## config.mk

```make
export PLATFORM = sky130hd
export DESIGN_NAME = ultrasonic_echo_responder
export DESIGN_NICKNAME = d
export VERILOG_FILES = /design/src/rtl/ultrasonic_echo_responder_pkg.sv /design/src/rtl/ultrasonic_echo_responder_sync_2ff.sv /design/src/rtl/ultrasonic_echo_responder.sv
export SDC_FILE = /design/constraint.sdc
export NUM_CORES = 1
export LEC_CHECK = 0
export BUFFER_PORTS_ARGS = -buffer_cell sky130_fd_sc_hd__buf_4
export CORE_UTILIZATION = 56
export CTS_BUF_LIST = sky130_fd_sc_hd__clkbuf_2
export CTS_CLUSTER_SIZE = 20
export DETAILED_ROUTE_END_ITERATION = 6
export PLACE_DENSITY = 0.87
export SETUP_SLACK_MARGIN = 0.5
export SYNTH_ARGS = -nofsm -noshare
export SYNTH_HDL_FRONTEND = slang
export SYNTH_HIERARCHICAL = 1
export SYNTH_SLANG_ARGS = --single-unit
```

## constraint.sdc

```tcl
create_clock -name clk -period 3.2 [get_ports clk]
set_input_delay 0.64 -clock clk [delete_from_list [all_inputs] [get_ports clk]]
set_output_delay 0.64 -clock clk [all_outputs]
set_load 0.1 [all_outputs]
```

## src/rtl/ultrasonic_echo_responder_pkg.sv

```systemverilog
// Shared definitions for the ultrasonic ranging blocks: FSM encoding, counter width
// and the cycle-count derivations that the controller also uses.
package ultrasonic_pkg;

    localparam int CNT_W = 21;

    typedef logic [CNT_W-1:0] cnt_t;

    typedef enum logic [2:0] {
        IDLE,
        TRIG_HIGH,
        DELAY,
        ECHO,
        HOLDOFF
    } state_t;

    function automatic longint count_us(input longint clk_mhz, input longint us);
        return clk_mhz * us;
    endfunction

    function automatic longint count_ms(input longint clk_mhz, input longint ms);
        return clk_mhz * ms * 1000;
    endfunction

    function automatic bit count_fits(input longint count);
        return count < (longint'(1) << CNT_W);
    endfunction

endpackage

```

## src/rtl/ultrasonic_echo_responder_sync_2ff.sv

```systemverilog
// Generic two-flop synchroniser for asynchronous inputs.
module sync_2ff #(
    parameter int W = 1
) (
    input  logic         clk,
    input  logic         rst_n,
    input  logic [W-1:0] d,
    output logic [W-1:0] q
);

    logic [W-1:0] meta;

    always_ff @(posedge clk or negedge rst_n) begin
        if (!rst_n) begin
            meta <= '0;
            q    <= '0;
        end else begin
            meta <= d;
            q    <= meta;
        end
    end

endmodule

```

## src/rtl/ultrasonic_echo_responder.sv

```systemverilog
// Sensor-side emulation of the trigger/echo ranging protocol: validates the trigger,
// waits the sensor delay, then drives an echo whose width encodes the distance.
module ultrasonic_echo_responder
    import ultrasonic_pkg::*;
#(
    parameter int CLK_MHZ       = 50,
    parameter int MIN_TRIG_US   = 10,
    parameter int ECHO_DELAY_US = 750,
    parameter int NO_OBJECT_MS  = 30,
    parameter int HOLDOFF_MS    = 10
) (
    input  logic             clk,
    input  logic             rst_n,
    input  logic             enable,
    input  logic             trigger,
    input  logic             object_present,
    input  logic [CNT_W-1:0] echo_cycles,
    output logic             echo,
    output logic             busy,
    output logic             echo_done,
    output logic             trig_error,
    output logic             trig_overrun
);

    localparam longint MIN_TRIG_L = count_us(CLK_MHZ, MIN_TRIG_US);
    localparam longint DELAY_L    = count_us(CLK_MHZ, ECHO_DELAY_US);
    localparam longint NO_OBJ_L   = count_ms(CLK_MHZ, NO_OBJECT_MS);
    localparam longint HOLDOFF_L  = count_ms(CLK_MHZ, HOLDOFF_MS);

    localparam cnt_t COUNT_MIN_TRIG = cnt_t'(MIN_TRIG_L);
    localparam cnt_t COUNT_NO_OBJ   = cnt_t'(NO_OBJ_L);
    localparam cnt_t LAST_DELAY     = cnt_t'(DELAY_L - 1);
    localparam cnt_t LAST_HOLDOFF   = cnt_t'(HOLDOFF_L - 1);

    generate
        if (!count_fits(MIN_TRIG_L) || !count_fits(DELAY_L) ||
            !count_fits(NO_OBJ_L)   || !count_fits(HOLDOFF_L)) begin : g_count_range
            $error("ultrasonic_echo_responder: a derived cycle count does not fit the counter");
        end
    endgenerate

    logic   trig_s, trig_d, rise;
    state_t state, state_n;
    cnt_t   cnt, cnt_n, cnt_inc, width, width_n;
    logic   echo_n, done_n, err_n, ovr_n;

    sync_2ff #(.W(1)) u_sync (
        .clk   (clk),
        .rst_n (rst_n),
        .d     (trigger),
        .q     (trig_s)
    );

    assign rise    = trig_s & ~trig_d;
    assign cnt_inc = (&cnt) ? cnt : cnt + 1'b1;
    assign busy    = (state != IDLE);

    always_ff @(posedge clk or negedge rst_n) begin
        if (!rst_n) begin
            trig_d       <= 1'b0;
            state        <= IDLE;
            cnt          <= '0;
            width        <= '0;
            echo         <= 1'b0;
            echo_done    <= 1'b0;
            trig_error   <= 1'b0;
            trig_overrun <= 1'b0;
        end else begin
            trig_d       <= trig_s;
            state        <= state_n;
            cnt          <= cnt_n;
            width        <= width_n;
            echo         <= echo_n;
            echo_done    <= done_n;
            trig_error   <= err_n;
            trig_overrun <= ovr_n;
        end
    end

    always_comb begin
        state_n = state;
        cnt_n   = cnt;
        width_n = width;
        echo_n  = echo;
        done_n  = 1'b0;
        err_n   = 1'b0;
        ovr_n   = 1'b0;
        // Disable wins over everything, including a pending echo_done or overrun.
        if (!enable) begin
            state_n = IDLE;
            cnt_n   = '0;
            echo_n  = 1'b0;
        end else begin
            case (state)
                IDLE: begin
                    if (rise) begin
                        state_n = TRIG_HIGH;
                        cnt_n   = cnt_t'(1);
                    end
                end
                TRIG_HIGH: begin
                    if (trig_s) begin
                        cnt_n = cnt_inc;
                    end else if (cnt >= COUNT_MIN_TRIG) begin
                        state_n = DELAY;
                        cnt_n   = '0;
                        if (!object_present)
                            width_n = COUNT_NO_OBJ;
                        else if (echo_cycles == '0)
                            width_n = cnt_t'(1);
                        else
                            width_n = echo_cycles;
                    end else begin
                        state_n = IDLE;
                        cnt_n   = '0;
                        err_n   = 1'b1;
                    end
                end
                DELAY: begin
                    ovr_n = rise;
                    if (cnt == LAST_DELAY) begin
                        state_n = ECHO;
                        cnt_n   = '0;
                        echo_n  = 1'b1;
                    end else begin
                        cnt_n = cnt_inc;
                    end
                end
                ECHO: begin
                    ovr_n = rise;
                    if (cnt == width - 1'b1) begin
                        state_n = HOLDOFF;
                        cnt_n   = '0;
                        echo_n  = 1'b0;
                        done_n  = 1'b1;
                    end else begin
                        cnt_n = cnt_inc;
                    end
                end
                HOLDOFF: begin
                    // Only a fresh rise is accepted later, so a trigger held high here is ignored.
                    ovr_n = rise;
                    if (cnt == LAST_HOLDOFF) begin
                        state_n = IDLE;
                        cnt_n   = '0;
                    end else begin
                        cnt_n = cnt_inc;
                    end
                end
                default: begin
                    state_n = IDLE;
                    cnt_n   = '0;
                    echo_n  = 1'b0;
                end
            endcase
        end
    end

endmodule

```

==> flow_summary.json <==
{
  "outcome": "completed",
  "io_pins": 31,
  "finalSetupTns_ns": 0,
  "grt_overflow": 0,
  "netlist_instances": 439,
  "final_common_cell": "buf_4",
  "vdd_ir_drop_max_mv": 0.215,
  "cp-start-kind": "register",
  "finalCritPeriodShare_pct": 88.0,
  "cts_root_buffer": "clkbuf_2",
  "rows": 29,
  "setup_violations": 0,
  "antenna_cells": 0,
  "port_buffers": 30,
  "cts_buffer_depth": 2,
  "dr.first_iter.drc_count": 409,
  "antenna_found_initial": 0,
  "timing.max_cap.violations": 0,
  "timing.slew.headroom_pct": 55.7,
  "postRouteWirelength_um": 10100,
  "layout-drive-gt1-share_pct": 22.1,
  "fin_crit_ns": 2.82,
  "clk_pin_slew_ns": 0.27,
  "required_ns": 3.57,
  "worstPathArrival_ns": 3.19,
  "rsz0062_at_grt": "yes",
  "dr.pass1.iters": 5,
  "syn_to_final_growth_pct": 16.8,
  "final_nets": 503,
  "synth_cell_types": 62,
  "h-tree-depth": 2,
  "grtUsageTotal_pct": 30.4,
  "finalClockSkew_ns": 0.0258,
  "hold_path_class": "in -> async",
  "worst_slew_pin_slew_ns": 0.665,
  "synth_fp_nets": 468,
  "p_leak_nw": 1.82,
  "hold_viol": 0,
  "maxSlewViolCount": 0,
  "core_area_um2": 6310,
  "layout_common_cells": "buf_4 (57), dfrtp_1 (50), nand2_1 (47), nor2_1 (31), nand3_1 (29)",
  "powerDensity_nw_per_um2": 284,
  "detail_route.wl_per_cell_um": 18.2,
  "synth-seq-area-share_pct": 35.7,
  "gp_congestion": 0.948,
  "via_per_inst": 6.82,
  "fin_cells": 552,
  "ys.flop_type": "dfrtp_1",
  "clock.fmax_mhz": 355,
  "die_w_um": 82.7,
  "grt_pass1_vias": 3343,
  "clock_sinks": 52,
  "ant_nets": 0,
  "route.detailed.drc": 0,
  "die_h_um": 82.7,
  "die-area_um2": 6840,
  "cp-end-kind": "register",
  "synth-edff-count": 0,
  "start_util_pct": 57.8,
  "cts_buffers": 5,
  "grt_max_degree": 53,
  "avgSynthCellArea_um2": 8.31,
  "hold_buffers": 0,
  "synth_warnings": 6,
  "clk_latency_ns": 0.45,
  "async_flop_share_pct": 100,
  "path_class": "reg -> reg",
  "path_max_fanout": 7,
  "ys_seq_elements": 52,
  "grt_pass1_wl_um": 15800,
  "synth_area_um2": 3650,
  "via_count": 3763,
  "dpl.cell_count": 530,
  "cts_tree": "built",
  "dp.final_hpwl_um": 7010
}
-- metrics by stage --
| stage | hold WS [ns] | area [µm²] | setup WS, ns | utilization, % | total power [W] |
|---|---|---|---|---|---|
| 5_1_grt | 0.195 | 4260 | 0.219 | 67.5 | 0.00126 |
| 3_5_place_dp | 0.344 | 3980 | 0.107 | 63.0 | 0.000860 |
| 3_3_place_gp | 0.333 | 3980 | 0.226 | 63.0 | 0.000854 |
| 2_1_floorplan | 0.331 | 3680 | 0.507 | - | 0.000787 |
| 6_report | 0.151 | 4260 | 0.384 | 67.5 | 0.00121 |
| 4_1_cts | 0.192 | 4180 | 0.410 | 66.1 | 0.00120 |
-- final timing paths --
check | startpoint | to | slack, ns | depth (start not counted)
max | width[2]$_DFFE_PN0P_ | echo$_DFFE_PN0P_ | 0.38 | 9
min | rst_n | cnt[14]$_DFFE_PN0N_ | 0.15 | 1
max reg2reg | width[2]$_DFFE_PN0P_ | echo$_DFFE_PN0P_ | 0.38 | 9
min reg2reg | u_sync/meta$_DFF_PN0_ | u_sync/q$_DFF_PN0_ | 0.39 | 0
max in group asynchronous | rst_n | cnt[4]$_DFFE_PN0N_ | 2.56 | 1
min in group clk | trigger | u_sync/meta$_DFF_PN0_ | 0.27 | 1
-- worst max-delay path, stage by stage (launching register included) --
cell      delay (ns)
dfrtp_1         0.46
buf_4           0.18
or4b_4          0.59
nor3_4          0.26
xnor2_2         0.15
o211ai_1        0.16
nor4_4          0.35
buf_4           0.17
a41oi_1         0.13
o221a_2         0.30
-- cell usage after synthesis (4+ instances only) --
master	instances	area [µm²]
nor3b_1	5	37.5
dfrtp_1	52	1300
a211oi_1	4	30.0
or4_1	4	30.0
nand2_1	47	176
a22o_1	10	87.6
xnor2_1	14	123
o21ai_0	19	95.1
xor2_1	12	105
nor3_1	14	70.1
nand2b_1	4	25.0
nor4_1	13	81.3
a21oi_1	14	70.1
or3_1	7	43.8
clkbuf_1	26	97.6
and4_1	5	43.8
o211ai_1	7	52.6
and3_1	7	43.8
nor2b_1	12	75.1
o2111ai_1	4	35.0
nand4_1	14	87.6
or2_2	4	25.0
inv_1	10	37.5
nor2_1	32	120
nand3_1	29	145
a41oi_1	4	35.0
a31oi_1	16	100
-- final cells by class --
| type | count | area (µm²) |
|---|---|---|
| Sequential cell | 52 | 1300 |
| Tap cell | 77 | 96.3 |
| Inverter | 10 | 37.5 |
| Clock inverter | 2 | 35.0 |
| Multi-Input combinational cell | 346 | 2310 |
| Fill cell | 509 | 2050 |
| Clock buffer | 6 | 30.0 |
| Timing Repair Buffer | 59 | 450 |
-- state kept, by name (all words and copies together) (netlist names) --
| register | cells |
|---|---|
| state | 3 |
| cnt | 21 |
| echo_done | 1 |
| u_sync/q | 1 |
| width | 21 |
| trig_overrun | 1 |
| u_sync/meta | 1 |
| echo | 1 |
| trig_error | 1 |
| trig_d | 1 |
-- where the power goes --
part           leakage [nW]  switching (W)  internal, W
logic                  1.07       0.000107    0.0000709
clock network        0.0430       0.000214     0.000134
registers             0.702      0.0000169     0.000669
-- what timing repair did --
| action | CTS | global route |
|---|---|---|
| gates cloned | 1 | 0 |
| setup buffers | 8 | 5 |
| pin swaps | 9 | 9 |
| endpoints found under the setup margin | 26 | 30 |
| resized for setup | 12 | 13 |
-- logic make-up (layout without fill, tap and decap cells) --
| kind of cell | after synthesis | in the layout | share of synthesized area [%] |
|---|---|---|---|
| and+or+nand+nor | 209 | 210 | 31.1 |
| xor gates and xnor gates | 26 | 26 | 6.24 |
| muxes | 1 | 1 | 0.274 |
| AOI/OAI and AO/OA | 106 | 106 | 20.7 |
| DFF | 52 | 52 | 35.7 |
| adders and majority gates | 3 | 3 | 1.03 |
| buffers and inverters | 42 | 77 | 5.00 |
-- routing by layer --
metal / global-route usage [%] / up-vias / wire length [µm]
li1: - / 1714 / -
met1: 40.4 / 1805 / 4220
met2: 49.7 / 207 / 4810
met3: 5.27 / 37 / 726
met4: 10.9 / 0 / 296
met5: 0 / - / 0
Note: power is estimated with default switching activity, not from simulation.
